===== src/rtl/spi_master_core.sv =====
// SPI master shift engine: one chip-select frame of 8..64 bits, MSB first, CPHA=0.
// clk runs at twice SCLK, so each SCLK half-period is exactly one clk.
module spi_master_core #(
   parameter bit CPOL     = 1'b0,
   parameter int CS_SETUP = 1
) (
   input  logic        clk,
   input  logic        rst_n,
   input  logic        start,
   input  logic [63:0] data_in,
   input  logic [2:0]  byte_num,
   output logic        busy,
   output logic        busy_reg,
   output logic        finished,
   output logic [63:0] rx_data,
   output logic        sclk,
   output logic        cs_n,
   output logic        mosi,
   input  logic        miso
);

   localparam logic [2:0] IDLE  = 3'd0;
   localparam logic [2:0] SETUP = 3'd1;
   localparam logic [2:0] SHIFT = 3'd2;
   localparam logic [2:0] HOLD  = 3'd3;
   localparam logic [2:0] DONE  = 3'd4;

   logic [2:0]  state;
   logic [7:0]  setup_cnt;
   logic [63:0] tx_sr;
   logic [63:0] rx_sr;
   logic [6:0]  bit_cnt;
   logic [6:0]  n_last;
   logic [6:0]  n_bits;
   logic [63:0] tx_aligned;
   logic        load;
   logic        trail;
   logic        last_bit;

   // Left-align the frame so the first bit to send always sits at bit 63.
   always_comb begin
      n_bits     = (byte_num == 3'd0) ? 7'd64 : {1'b0, byte_num, 3'b000};
      tx_aligned = data_in << (7'd64 - n_bits);
      load       = (state == IDLE) && start;
      trail      = (state == SHIFT) && (sclk != CPOL);
      last_bit   = (bit_cnt == n_last);
   end

   always_ff @(posedge clk) begin
      if (load) begin
         tx_sr   <= tx_aligned << 1;
         rx_sr   <= '0;
         bit_cnt <= '0;
         n_last  <= n_bits - 7'd1;
      end else if (trail) begin
         rx_sr <= {rx_sr[62:0], miso};
         if (!last_bit) begin
            tx_sr   <= tx_sr << 1;
            bit_cnt <= bit_cnt + 7'd1;
         end
      end
   end

   always_ff @(posedge clk or negedge rst_n) begin
      if (!rst_n) begin
         state     <= IDLE;
         setup_cnt <= '0;
         busy      <= 1'b0;
         busy_reg  <= 1'b0;
         finished  <= 1'b0;
         rx_data   <= '0;
         sclk      <= CPOL;
         cs_n      <= 1'b1;
         mosi      <= 1'b0;
      end else begin
         busy_reg <= busy;
         case (state)
            IDLE: begin
               if (start) begin
                  cs_n      <= 1'b0;
                  busy      <= 1'b1;
                  mosi      <= tx_aligned[63];
                  setup_cnt <= '0;
                  state     <= SETUP;
               end
            end
            SETUP: begin
               if (setup_cnt == 8'(CS_SETUP - 1)) begin
                  sclk  <= ~CPOL;
                  state <= SHIFT;
               end else begin
                  setup_cnt <= setup_cnt + 8'd1;
               end
            end
            SHIFT: begin
               if (sclk == CPOL) begin
                  sclk <= ~CPOL;
               end else begin
                  // Trailing edge: MISO is captured in the data block; advance MOSI.
                  sclk <= CPOL;
                  if (last_bit) state <= HOLD;
                  else          mosi  <= tx_sr[63];
               end
            end
            HOLD: begin
               cs_n     <= 1'b1;
               busy     <= 1'b0;
               finished <= 1'b1;
               rx_data  <= rx_sr;
               state    <= DONE;
            end
            DONE: begin
               finished <= 1'b0;
               state    <= IDLE;
            end
            default: state <= IDLE;
         endcase
      end
   end

endmodule


===== config.mk =====
export PLATFORM = sky130hd
export DESIGN_NAME = spi_master_core
export DESIGN_NICKNAME = d
export VERILOG_FILES = /design/src/rtl/spi_master_core.sv
export SDC_FILE = /design/constraint.sdc
export NUM_CORES = 1
export LEC_CHECK = 0
export CAP_MARGIN = 5
export CORE_UTILIZATION = 55
export DETAILED_ROUTE_END_ITERATION = 8
export PLACE_DENSITY = 0.8
export SETUP_SLACK_MARGIN = 0.4
export SLEW_MARGIN = 20
export SYNTH_ARGS = -nofsm -noshare
export SYNTH_HDL_FRONTEND = slang
export SYNTH_SLANG_ARGS = --single-unit

===== constraint.sdc =====
create_clock -name clk -period 3.4 [get_ports clk]
set_clock_uncertainty 0.2 [all_clocks]
set_input_delay 1.02 -clock clk [delete_from_list [all_inputs] [get_ports clk]]
set_output_delay 1.02 -clock clk [all_outputs]
set_load 0.05 [all_outputs]

==> results.txt, run 1 <==
----------------------------------------------------
[Detailed routing]
  Count of TritonRoute iterations in the first routing pass ... 5
  DRC violations left ... 0
  Via count ... 8234
  Vias per std cell ... between 5 and 6
  Drt wl/cell ... about 17 um
  Number of nets with antenna violations after routing ... 0
  Initial DRC Count ... 622
  Routed Wire Length ... between 20000 and 25000 um

[Critical path]
  Count of buffer and inverter cells on the critical path ... 1
  Arr. time, crit path ... between 1.5 and 2 ns
  Slowest cell on the critical path ... sky130_fd_sc_hd__clkdlybuf4s50_1
  Category of the critical setup timing path ... reg2out
  Worst stage delay on the critical path ... 0.85 ns
  Gate family responsible for the most delay along the worst path ... buffers and inverters
  Worst Path Required ... around 2.2 ns
  Worst setup path startpoint ... finished
  Worst Path Max Fanout ... 3
  Nature of the critical path endpoint ... output port
  List of cells traversed by the critical path ... clkdlybuf4s50_1
  Worst flop-to-flop path startpoint ... state[2]
  Critical path launch point type ... flip-flop

[Logic synthesis]
  Synth area leader ... sky130_fd_sc_hd__edfxtp_1
  Cell count after synthesis ... 1042
  Nets in the synthesized netlist ... ~1100
  Distinct cell type count of the synthesized netlist ... 53
  Leading cell types by total area after synthesis ... sky130_fd_sc_hd__edfxtp_1, sky130_fd_sc_hd__dfrtp_1, sky130_fd_sc_hd__nand2_1, sky130_fd_sc_hd__dfxtp_1, sky130_fd_sc_hd__mux4_2
  Sequential area share after synthesis ... 0.550
  Synth warnings ... 0
  Share of flip-flops with an asynchronous set or reset ... 0.370
  Count of state elements after synthesis ... 219
  Number of synthesized flops with an enable pin ... 67
  Mapped cell area ... approximately 0.0099 mm^2
  Average instance area after synthesis ... 9.52 um^2
  Flip-flop cell with the highest count after synthesis ... sky130_fd_sc_hd__dfrtp_1
  Area share of the largest cell type after synthesis ... 0.203

[Power]
  Seq pwr share ... 0.491
  Share of total power in combinational logic ... 0.087
  Maximum vdd drop ... about 0.39 mV
  Leak pwr ... between 5 and 6 nW
  Internal Power ... ~0.0042 W
  Power per unit of standard cell area ... around 440 mW/mm^2
  Switching Power ... 0.00126 W
  Final Total Pwr ... between 0.005 and 0.006 W
  Sw frac ... 0.230
  Share of total power in the clock network ... 0.422

[Outcome]
  Result of the run ... finished, final reports clean

[Clock tree]
  CTS Buffer Depth ... 3
  Number of buffers inserted during clock tree synthesis ... 23
  Skew-Pair Late Insertion Delay ... 0.50 ns
  Worst-path clk slew ... 0.06 ns
  Clock root buffer ... sky130_fd_sc_hd__clkbuf_16
  Number of H-tree levels ... 1
  Sinks on the clock net ... between 200 and 250
  TritonCTS clock tree ... yes

[Min path]
  Classification of the worst-slack hold path ... reg2reg
  Critical hold path startpoint ... busy

[Timing]
  Headroom to the max-slew limit ... 0.521
  Final Hold Violating Endpoints ... 0
  Setup repair after global routing missed its margin ... false
  FMAX ... 339 MHz
  Hold slack ... 0.206 ns
  Final critical path time including I/O delays and setup ... between 2 and 3 ns
  Accumulated negative setup slack ... 0 ns
  Final-report max-slew violation count ... 0
  Worst Max-Slew Pin Slew ... 0.718 ns
  Ratio of final minimum period to clock period ... 0.869
  Setup-failing EPs final ... 0

[Global routing]
  Tot GR Track Use ... 0.257
  Most used routing layer ... met2
  Grt met2 use ... 0.401
  Maximum number of pins on one net before global-route repair ... a little under 80
  Grt total ovfl ... 0
  Number of global-route vias before repair ... approximately 7600
  Antenna violations before repair ... 0
  Global routing usage on met1 ... 0.360
  First-pass GRT wire length ... about 38000 um
  Fraction of met3 tracks used by global routing ... 0.0403

[Floorplan]
  I/O pin cnt ... around 140
  Overall die height ... roughly 140 um
  Placeable core area ... 0.0175 mm^2
  Overall die area ... approximately 0.019 mm^2
  Die extent in x ... between 100 and 150 um
  Initial Util ... 0.568
  Site row count ... between 40 and 50

[Job]
  Max-cap violations ... 0

[Cells and area]
  Final std cell area, no fill ... 0.0124 mm^2
  P&R area growth vs syn ... 25.4%
  Proportion of layout cells with a drive suffix above 1 ... 0.103
  Nets ... between 1000 and 1500
  Count of inserted antenna diode cells ... 0
  Post-route non-filler standard cell count ... ~1400
  Biggest regs ... rx_data x64, rx_sr x64, tx_sr x63

[Placement]
  Detailed placer's ending HPWL ... approximately 16000 um
  Post-Place Cells ... 1371
  Placed Area ... around 0.012 mm^2
  Number of port buffers ... 140
  Placer congestion estimate ... slightly below 1

----------------------------------------------------
[synthesized netlist by cell type, drive strengths merged (10+ instances only)]
| cell type | instances |
|---|---|
| a21oi | 70 |
| a211oi | 17 |
| nor2b | 10 |
| a31oi | 16 |
| buf | 27 |
| o21ai | 62 |
| edfxtp | 67 |
| a22o | 15 |
| mux4 | 22 |
| clkbuf | 43 |
| dfxtp | 71 |
| dfrtp | 80 |
| nand2 | 403 |
| nor2 | 26 |
| mux2i | 33 |
[worst reg2reg max path: stages (launching register included)]
cell and delay [ns]:
sky130_fd_sc_hd__dfrtp_1 0.48, sky130_fd_sc_hd__or3b_1 0.50, sky130_fd_sc_hd__or2_4 0.28, sky130_fd_sc_hd__a21oi_4 0.21
sky130_fd_sc_hd__or2_2 0.18, sky130_fd_sc_hd__buf_12 0.31
[repair_timing]
action	in CTS	in global routing
setup buffers	0	4
resized for setup	1	6
endpoints found under the setup margin	1	31
hold buffers	0	0
pin swaps	0	1
[layout make-up]
| class | count | area, um^2 |
|---|---|---|
| clock buffer | 29 | 612 |
| sequential | 219 | 5460 |
| timing repair buffer | 178 | 1760 |
| inverter | 10 | 50.0 |
| multi-input combinational | 743 | 4200 |
| tap | 225 | 282 |
| clock inverter | 13 | 83.8 |
| fill | 1312 | 5030 |
[power by group through the flow]
| stage | clock, W | sequential [W] | combinational [W] |
|---|---|---|---|
| after global placement | 0 | 0.00275 | 0.000444 |
| after global routing | 0.00244 | 0.00269 | 0.000509 |
| after floorplan | 0 | 0.00275 | 0.000250 |
| after CTS | 0.00234 | 0.00269 | 0.000456 |
| final | 0.00231 | 0.00269 | 0.000476 |
| after detailed placement | 0 | 0.00275 | 0.000453 |
[metrics by stage]
stage          setup slack [ns]  utilization
2_1_floorplan             0.410            -
5_1_grt                   0.422        0.712
4_1_cts                   0.404        0.709
3_5_place_dp            -0.0969        0.669
3_3_place_gp            -0.0448        0.669
6_report                  0.446        0.712
[cell usage in the layout (no fill, tap or decap), types with 2 or more instances in the layout]
cell / count
sky130_fd_sc_hd__nor2b_1: 10
sky130_fd_sc_hd__mux2i_1: 32
sky130_fd_sc_hd__a211oi_1: 17
sky130_fd_sc_hd__ha_1: 3
sky130_fd_sc_hd__o211ai_1: 3
sky130_fd_sc_hd__mux2_2: 4
sky130_fd_sc_hd__o21ai_0: 58
sky130_fd_sc_hd__a21oi_1: 69
sky130_fd_sc_hd__buf_4: 33
sky130_fd_sc_hd__clkinv_2: 5
sky130_fd_sc_hd__dfrtp_1: 80
sky130_fd_sc_hd__a2bb2oi_2: 3
sky130_fd_sc_hd__nand2_1: 402
sky130_fd_sc_hd__clkbuf_1: 4
sky130_fd_sc_hd__nor2_1: 25
sky130_fd_sc_hd__clkdlybuf4s50_1: 135
sky130_fd_sc_hd__dlymetal6s2s_1: 2
sky130_fd_sc_hd__nand3_1: 6
sky130_fd_sc_hd__a221o_1: 8
sky130_fd_sc_hd__clkinvlp_4: 5
sky130_fd_sc_hd__a31oi_1: 16
sky130_fd_sc_hd__a2bb2oi_1: 2
sky130_fd_sc_hd__xnor2_1: 6
sky130_fd_sc_hd__dfxtp_1: 71
sky130_fd_sc_hd__mux4_2: 22
sky130_fd_sc_hd__xor2_1: 7
sky130_fd_sc_hd__clkinv_1: 2
sky130_fd_sc_hd__a22o_1: 15
sky130_fd_sc_hd__buf_12: 6
sky130_fd_sc_hd__o21ai_1: 4
sky130_fd_sc_hd__nand4_1: 3
sky130_fd_sc_hd__clkbuf_16: 23
sky130_fd_sc_hd__inv_1: 7
sky130_fd_sc_hd__edfxtp_1: 67
[path summary, 6_finish.rpt]
kind                       cells after the start  slack (ns)          end
setup / recovery                               1        0.45     finished
hold / removal                                 0        0.21     busy_reg
setup reg to reg                               5        0.90    tx_sr[49]
hold reg to reg                                0        0.21     busy_reg
max in group asynchronous                      2        1.94  rx_data[25]
min in group asynchronous                      1        0.36         mosi
[routing by layer]
layer,wire [um],vias to the layer above
met5,0,-
met4,659,0
met3,1870,48
met2,11000,419
met1,10200,3909
li1,-,3858
[logic make-up after synthesis]
logic type               synth area share
adder cells (fa/ha/maj)           0.00504
buffers and inverters              0.0328
AO/OA/AOI/OAI                       0.126
flip-flops                          0.550
XOR/XNOR                           0.0124
other                            0.000378
AND/OR/NAND/NOR                     0.185
multiplexers                       0.0878
(Power assumes the default switching activity.)
==> run 2, diff against run 1 <==
TNS_END_PERCENT = 10   (was not set)
==> results.txt, run 2 (synthesis results as in run 1) <==
----------------------------------------------------
[Timing]
  Setup repair after global routing missed its margin ... true
  Headroom to the max-slew limit ... 0.509
  Setup-failing EPs final ... 0
  Crit path setup slack, layout ... 0.427 ns
  Final critical path time including I/O delays and setup ... ~3.0 ns
  Accumulated negative setup slack ... 0 ns
  Worst Max-Slew Pin Slew ... 0.736 ns
  FMAX ... roughly 340 MHz
  Ratio of final minimum period to clock period ... 0.874
  Final-report max-slew violation count ... 0
  Final Hold Violating Endpoints ... 0

[Power]
  Sw frac ... 0.230
  Seq pwr share ... 0.492
  Maximum vdd drop ... roughly 0.39 mV
  Power per unit of standard cell area ... 440 mW/mm^2
  Switching Power ... ~0.0013 W
  Share of total power in the clock network ... 0.421
  Share of total power in combinational logic ... 0.087
  Leak pwr ... ~5.4 nW
  Final Total Pwr ... 0.00547 W
  Internal Power ... 0.00422 W

[Cells and area]
  Highest-count cells in the layout ignoring fill and taps ... sky130_fd_sc_hd__nand2_1, sky130_fd_sc_hd__clkdlybuf4s50_1, sky130_fd_sc_hd__dfrtp_1
  Final std cell area, no fill ... between 0.01 and 0.015 mm^2
  Nets ... ~1300
  Count of inserted antenna diode cells ... 0
  Area taken by flip-flops and latches ... approximately 0.0055 mm^2
  Total area of multi-input combinational cells ... roughly 0.0042 mm^2
  Proportion of layout cells with a drive suffix above 1 ... 0.103
  Most frequent standard cell in the layout excluding fill and tap cells ... sky130_fd_sc_hd__nand2_1
  Total of fill cells in the finished design ... ~1300
  P&R area growth vs syn ... 25.4%
  Biggest regs ... rx_data x64, rx_sr x64, tx_sr x63
  Core utilization of the finished layout ... 0.712

[Global routing]
  Grt total ovfl ... 0
  First-pass GRT wire length ... 38100 um
  Maximum number of pins on one net before global-route repair ... 78
  Antenna violations before repair ... 0
  Tot GR Track Use ... 0.257
  Number of global-route vias before repair ... around 7600

[Floorplan]
  Overall die height ... around 140 um
  Die extent in x ... 136 um
  Initial Util ... 0.568
  Overall die area ... ~0.019 mm^2
  Placeable core area ... around 0.017 mm^2
  I/O pin cnt ... approximately 140
  Site row count ... 48

[Placement]
  Number of port buffers ... between 100 and 150
  Placed Area ... around 0.012 mm^2
  Detailed placer's ending HPWL ... about 16000 um
  Placer congestion estimate ... slightly below 1
  Setup Slack @ Placement ... -0.0969 ns

[Detailed routing]
  Via count ... roughly 8200
  Initial DRC Count ... roughly 620
  Count of TritonRoute iterations in the first routing pass ... 5
  Number of nets with antenna violations after routing ... 0
  DRC violations left ... 0
  Drt wl/cell ... 16.7 um
  Vias per std cell ... 5.81
  Routed Wire Length ... around 24000 um

[Critical path]
  Critical path launch point type ... flip-flop
  Worst Path Required ... ~2.2 ns
  Worst Path Max Fanout ... 5
  Slowest cell on the critical path ... sky130_fd_sc_hd__clkdlybuf4s50_1
  Gate family responsible for the most delay along the worst path ... buffers and inverters
  Category of the critical setup timing path ... reg2out
  Count of buffer and inverter cells on the critical path ... 1
  Worst stage delay on the critical path ... ~0.83 ns
  Arr. time, crit path ... ~1.8 ns
  Nature of the critical path endpoint ... output port
  List of cells traversed by the critical path ... clkdlybuf4s50_1

[Job]
  Max-cap violations ... 0

[Clock tree]
  Sinks on the clock net ... between 200 and 250
  Skew-Pair Late Insertion Delay ... approximately 0.50 ns
  TritonCTS clock tree ... yes
  CTS Buffer Depth ... 3
  Number of buffers inserted during clock tree synthesis ... 23
  Clock root buffer ... sky130_fd_sc_hd__clkbuf_16
  Hold buffer count at CTS ... 0
  Number of H-tree levels ... 1
  Worst-path clk slew ... approximately 0.060 ns

[Outcome]
  Result of the run ... finished, final reports clean

[Min path]
  Classification of the worst-slack hold path ... reg2reg

----------------------------------------------------
==> run 2: cell count changes in the layout (fill, tap and decap cells not counted), sizes merged <==
cell,before,now
dlymetal6s2s,2,1
clkdlybuf4s50,135,136
==> run 2: power by group through the flow <==
stage / sequential, W / combinational, W / clock, W
floorplan: 0.00275 / 0.000250 / 0
global placement: 0.00275 / 0.000444 / 0
detailed placement: 0.00275 / 0.000453 / 0
CTS: 0.00269 / 0.000456 / 0.00234
global route: 0.00269 / 0.000509 / 0.00244
finish: 0.00269 / 0.000476 / 0.00231
==> run 2: final cells by class <==
type,instances,area share
flip-flops and latches,219,0.439
multi-input cells,743,0.337
repair buffers,178,0.141
clock buffers,29,0.0492
well taps,225,0.0226
clock inverters,13,0.00674
inverters,10,0.00402
==> run 2: routing by layer <==
layer  routed length [um]  up-vias  GRT usage  part of all wire
met1                10100     3905      0.360              0.43
met3                 1880       48     0.0403             0.079
met2                11000      419      0.401              0.47
met4                  659        0     0.0988             0.028
met5                    0        -          0                 0
li1                     -     3860          -                 -
==> run 2: worst paths after layout <==
path                          start     endpoint  slack, ns  depth (start not counted)
min in group asynchronous     rst_n         mosi       0.36                          1
hold / removal                 busy     busy_reg       0.21                          0
max in group asynchronous     rst_n  rx_data[25]       1.94                          2
setup / recovery               sclk         sclk       0.43                          1
setup reg to reg           state[2]    tx_sr[49]       0.90                          5
hold reg to reg                busy     busy_reg       0.21                          0
==> run 2: timing repair <==
item,4_1_cts,5_1_grt
pin swaps,0,1
buffers inserted,0,4
resized for setup,1,5
endpoints found under the setup margin,1,31
==> run 2: stage by stage <==
step                      std cells  hold WS, ns
after floorplan                1042        0.213
after global placement         1371        0.182
after detailed placement       1371        0.195
after CTS                      1413        0.209
after global routing           1417        0.229
final                          1417        0.206
==> run 3, diff against run 2 <==
CORE_MARGIN = 4   (was not set)
==> results.txt, run 3 (synthesis results as in run 1) <==
----------------------------------------------------
[Detailed routing]
  Via count ... just over 8000
  Initial DRC Count ... slightly below 600
  Count of TritonRoute iterations in the first routing pass ... 6
  Routed Wire Length ... 23800 um
  DRC violations left ... 0
  Vias per std cell ... around 5.8
  Drt wl/cell ... approximately 17 um
  Number of nets with antenna violations after routing ... 0

[Min path]
  Classification of the worst-slack hold path ... reg2reg
  Critical hold path startpoint ... busy

[Placement]
  Post-Place Cells ... roughly 1400
  Setup Slack @ Placement ... -0.0205 ns
  Number of port buffers ... 140
  Detailed placer's ending HPWL ... around 16000 um
  Placed Area ... 0.0117 mm^2
  Placer congestion estimate ... between 0.9 and 1

[Clock tree]
  CTS Buffer Depth ... 3
  Skew-Pair Late Insertion Delay ... 0.49 ns
  Number of buffers inserted during clock tree synthesis ... 23
  Clock root buffer ... sky130_fd_sc_hd__clkbuf_16
  Hold buffer count at CTS ... 0
  Sinks on the clock net ... about 220
  Worst-path clk slew ... around 0.060 ns
  TritonCTS clock tree ... yes
  Number of H-tree levels ... 1

[Floorplan]
  Die extent in x ... 142 um
  Overall die height ... roughly 140 um
  I/O pin cnt ... 141
  Site row count ... 48
  Overall die area ... between 0.02 and 0.025 mm^2
  Initial Util ... 0.568
  Placeable core area ... about 0.017 mm^2

[Timing]
  Setup-failing EPs final ... 0
  Final Hold Violating Endpoints ... 0
  Crit path setup slack, layout ... between 0.4 and 0.5 ns
  Final critical path time including I/O delays and setup ... 2.96 ns
  Setup repair after global routing missed its margin ... true
  Headroom to the max-slew limit ... 0.412
  Worst Max-Slew Pin Slew ... around 0.9 ns
  Final-report max-slew violation count ... 0
  Ratio of final minimum period to clock period ... 0.869
  FMAX ... between 300 and 400 MHz

[Global routing]
  Number of global-route vias before repair ... roughly 7700
  Maximum number of pins on one net before global-route repair ... between 70 and 80
  Antenna violations before repair ... 0
  First-pass GRT wire length ... between 30000 and 40000 um
  Tot GR Track Use ... 0.232
  Grt total ovfl ... 0

[Power]
  Switching Power ... ~0.0012 W
  Power per unit of standard cell area ... ~440 mW/mm^2
  Share of total power in combinational logic ... 0.086
  Seq pwr share ... 0.492
  Leak pwr ... between 5 and 6 nW
  Share of total power in the clock network ... 0.422
  Maximum vdd drop ... between 0.3 and 0.4 mV
  Internal Power ... 0.00427 W
  Sw frac ... 0.221

[Outcome]
  Result of the run ... finished, final reports clean

[Cells and area]
  Post-route non-filler standard cell count ... around 1400
  Most frequent standard cell in the layout excluding fill and tap cells ... sky130_fd_sc_hd__nand2_1
  Nets ... about 1200
  Biggest regs ... rx_data x64, rx_sr x64, tx_sr x63
  Proportion of layout cells with a drive suffix above 1 ... 0.0950
  P&R area growth vs syn ... 25.3%
  Count of inserted antenna diode cells ... 0
  Final std cell area, no fill ... 0.0124 mm^2
  Highest-count cells in the layout ignoring fill and taps ... sky130_fd_sc_hd__nand2_1, sky130_fd_sc_hd__clkdlybuf4s50_1, sky130_fd_sc_hd__dfrtp_1

[Critical path]
  Worst flop-to-flop path startpoint ... state[2]
  Worst Path Required ... approximately 3.4 ns
  Arr. time, crit path ... between 2 and 3 ns
  Worst setup path startpoint ... byte_num[1]
  Critical path launch point type ... input pin
  Nature of the critical path endpoint ... flip-flop
  Worst Path Max Fanout ... 13
  Category of the critical setup timing path ... in2reg

[Job]
  Max-cap violations ... 0

----------------------------------------------------
==> run 3: per-layer routing <==
metal	vias up	part of all wire	global-route usage	wire length [um]
met3	59	0.094	0.0470	2240
met1	3824	0.41	0.320	9710
met5	-	0	0	0
li1	3854	-	-	-
met4	0	0.032	0.0755	772
met2	402	0.46	0.372	11100
==> run 3: worst paths after layout <==
check	cells past startpoint	slack [ns]	end
min reg2reg	0	0.20	busy_reg
max	10	0.44	tx_sr[51]
min in group asynchronous	1	0.37	rx_data[57]
max in group asynchronous	2	1.90	rx_data[19]
min	0	0.20	busy_reg
max reg2reg	5	0.81	tx_sr[19]
==> run 3: critical path, stage by stage <==
cell,delay (ns)
sky130_fd_sc_hd__clkdlybuf4s50_1,0.49
sky130_fd_sc_hd__inv_1,0.09
sky130_fd_sc_hd__ha_4,0.39
sky130_fd_sc_hd__buf_12,0.13
sky130_fd_sc_hd__buf_12,0.13
sky130_fd_sc_hd__mux2i_1,0.25
sky130_fd_sc_hd__a2bb2oi_1,0.22
sky130_fd_sc_hd__nand2_1,0.07
sky130_fd_sc_hd__o21ai_0,0.09
sky130_fd_sc_hd__o21ai_0,0.11
==> run 3: final cells by class <==
class	count	area, um^2
multi-input combinational	743	4170
clock buffer	35	656
sequential	219	5460
tap	225	282
clock inverter	6	37.5
timing repair buffer	176	1780
fill	1307	5040
inverter	10	50.0
==> run 3: power by group through the flow <==
stage	Combinational, W	Sequential, W	Clock (W)
after floorplan	0.000250	0.00275	0
after global placement	0.000441	0.00275	0
after detailed placement	0.000450	0.00275	0
after CTS	0.000453	0.00269	0.00236
after global routing	0.000503	0.00269	0.00248
final	0.000473	0.00269	0.00231
==> run 3: stage by stage <==
| step | utilization | power, W | setup TNS [ns] | hold slack (ns) |
|---|---|---|---|---|
| final | 0.712 | 0.00547 | 0 | 0.204 |
| after global routing | 0.712 | 0.00567 | 0 | 0.234 |
| after CTS | 0.709 | 0.00550 | 0 | 0.207 |
| after detailed placement | 0.669 | 0.00320 | -0.0205 | 0.197 |
| after global placement | 0.669 | 0.00319 | 0 | 0.185 |
| after floorplan | - | 0.00300 | 0 | 0.213 |
==> run 3: timing repair <==
action,in CTS,in global routing
pin swaps,0,1
buffers inserted,0,5
setup endpoints to repair,2,5
gates resized for setup,1,1
endpoints found under the hold margin,0,0
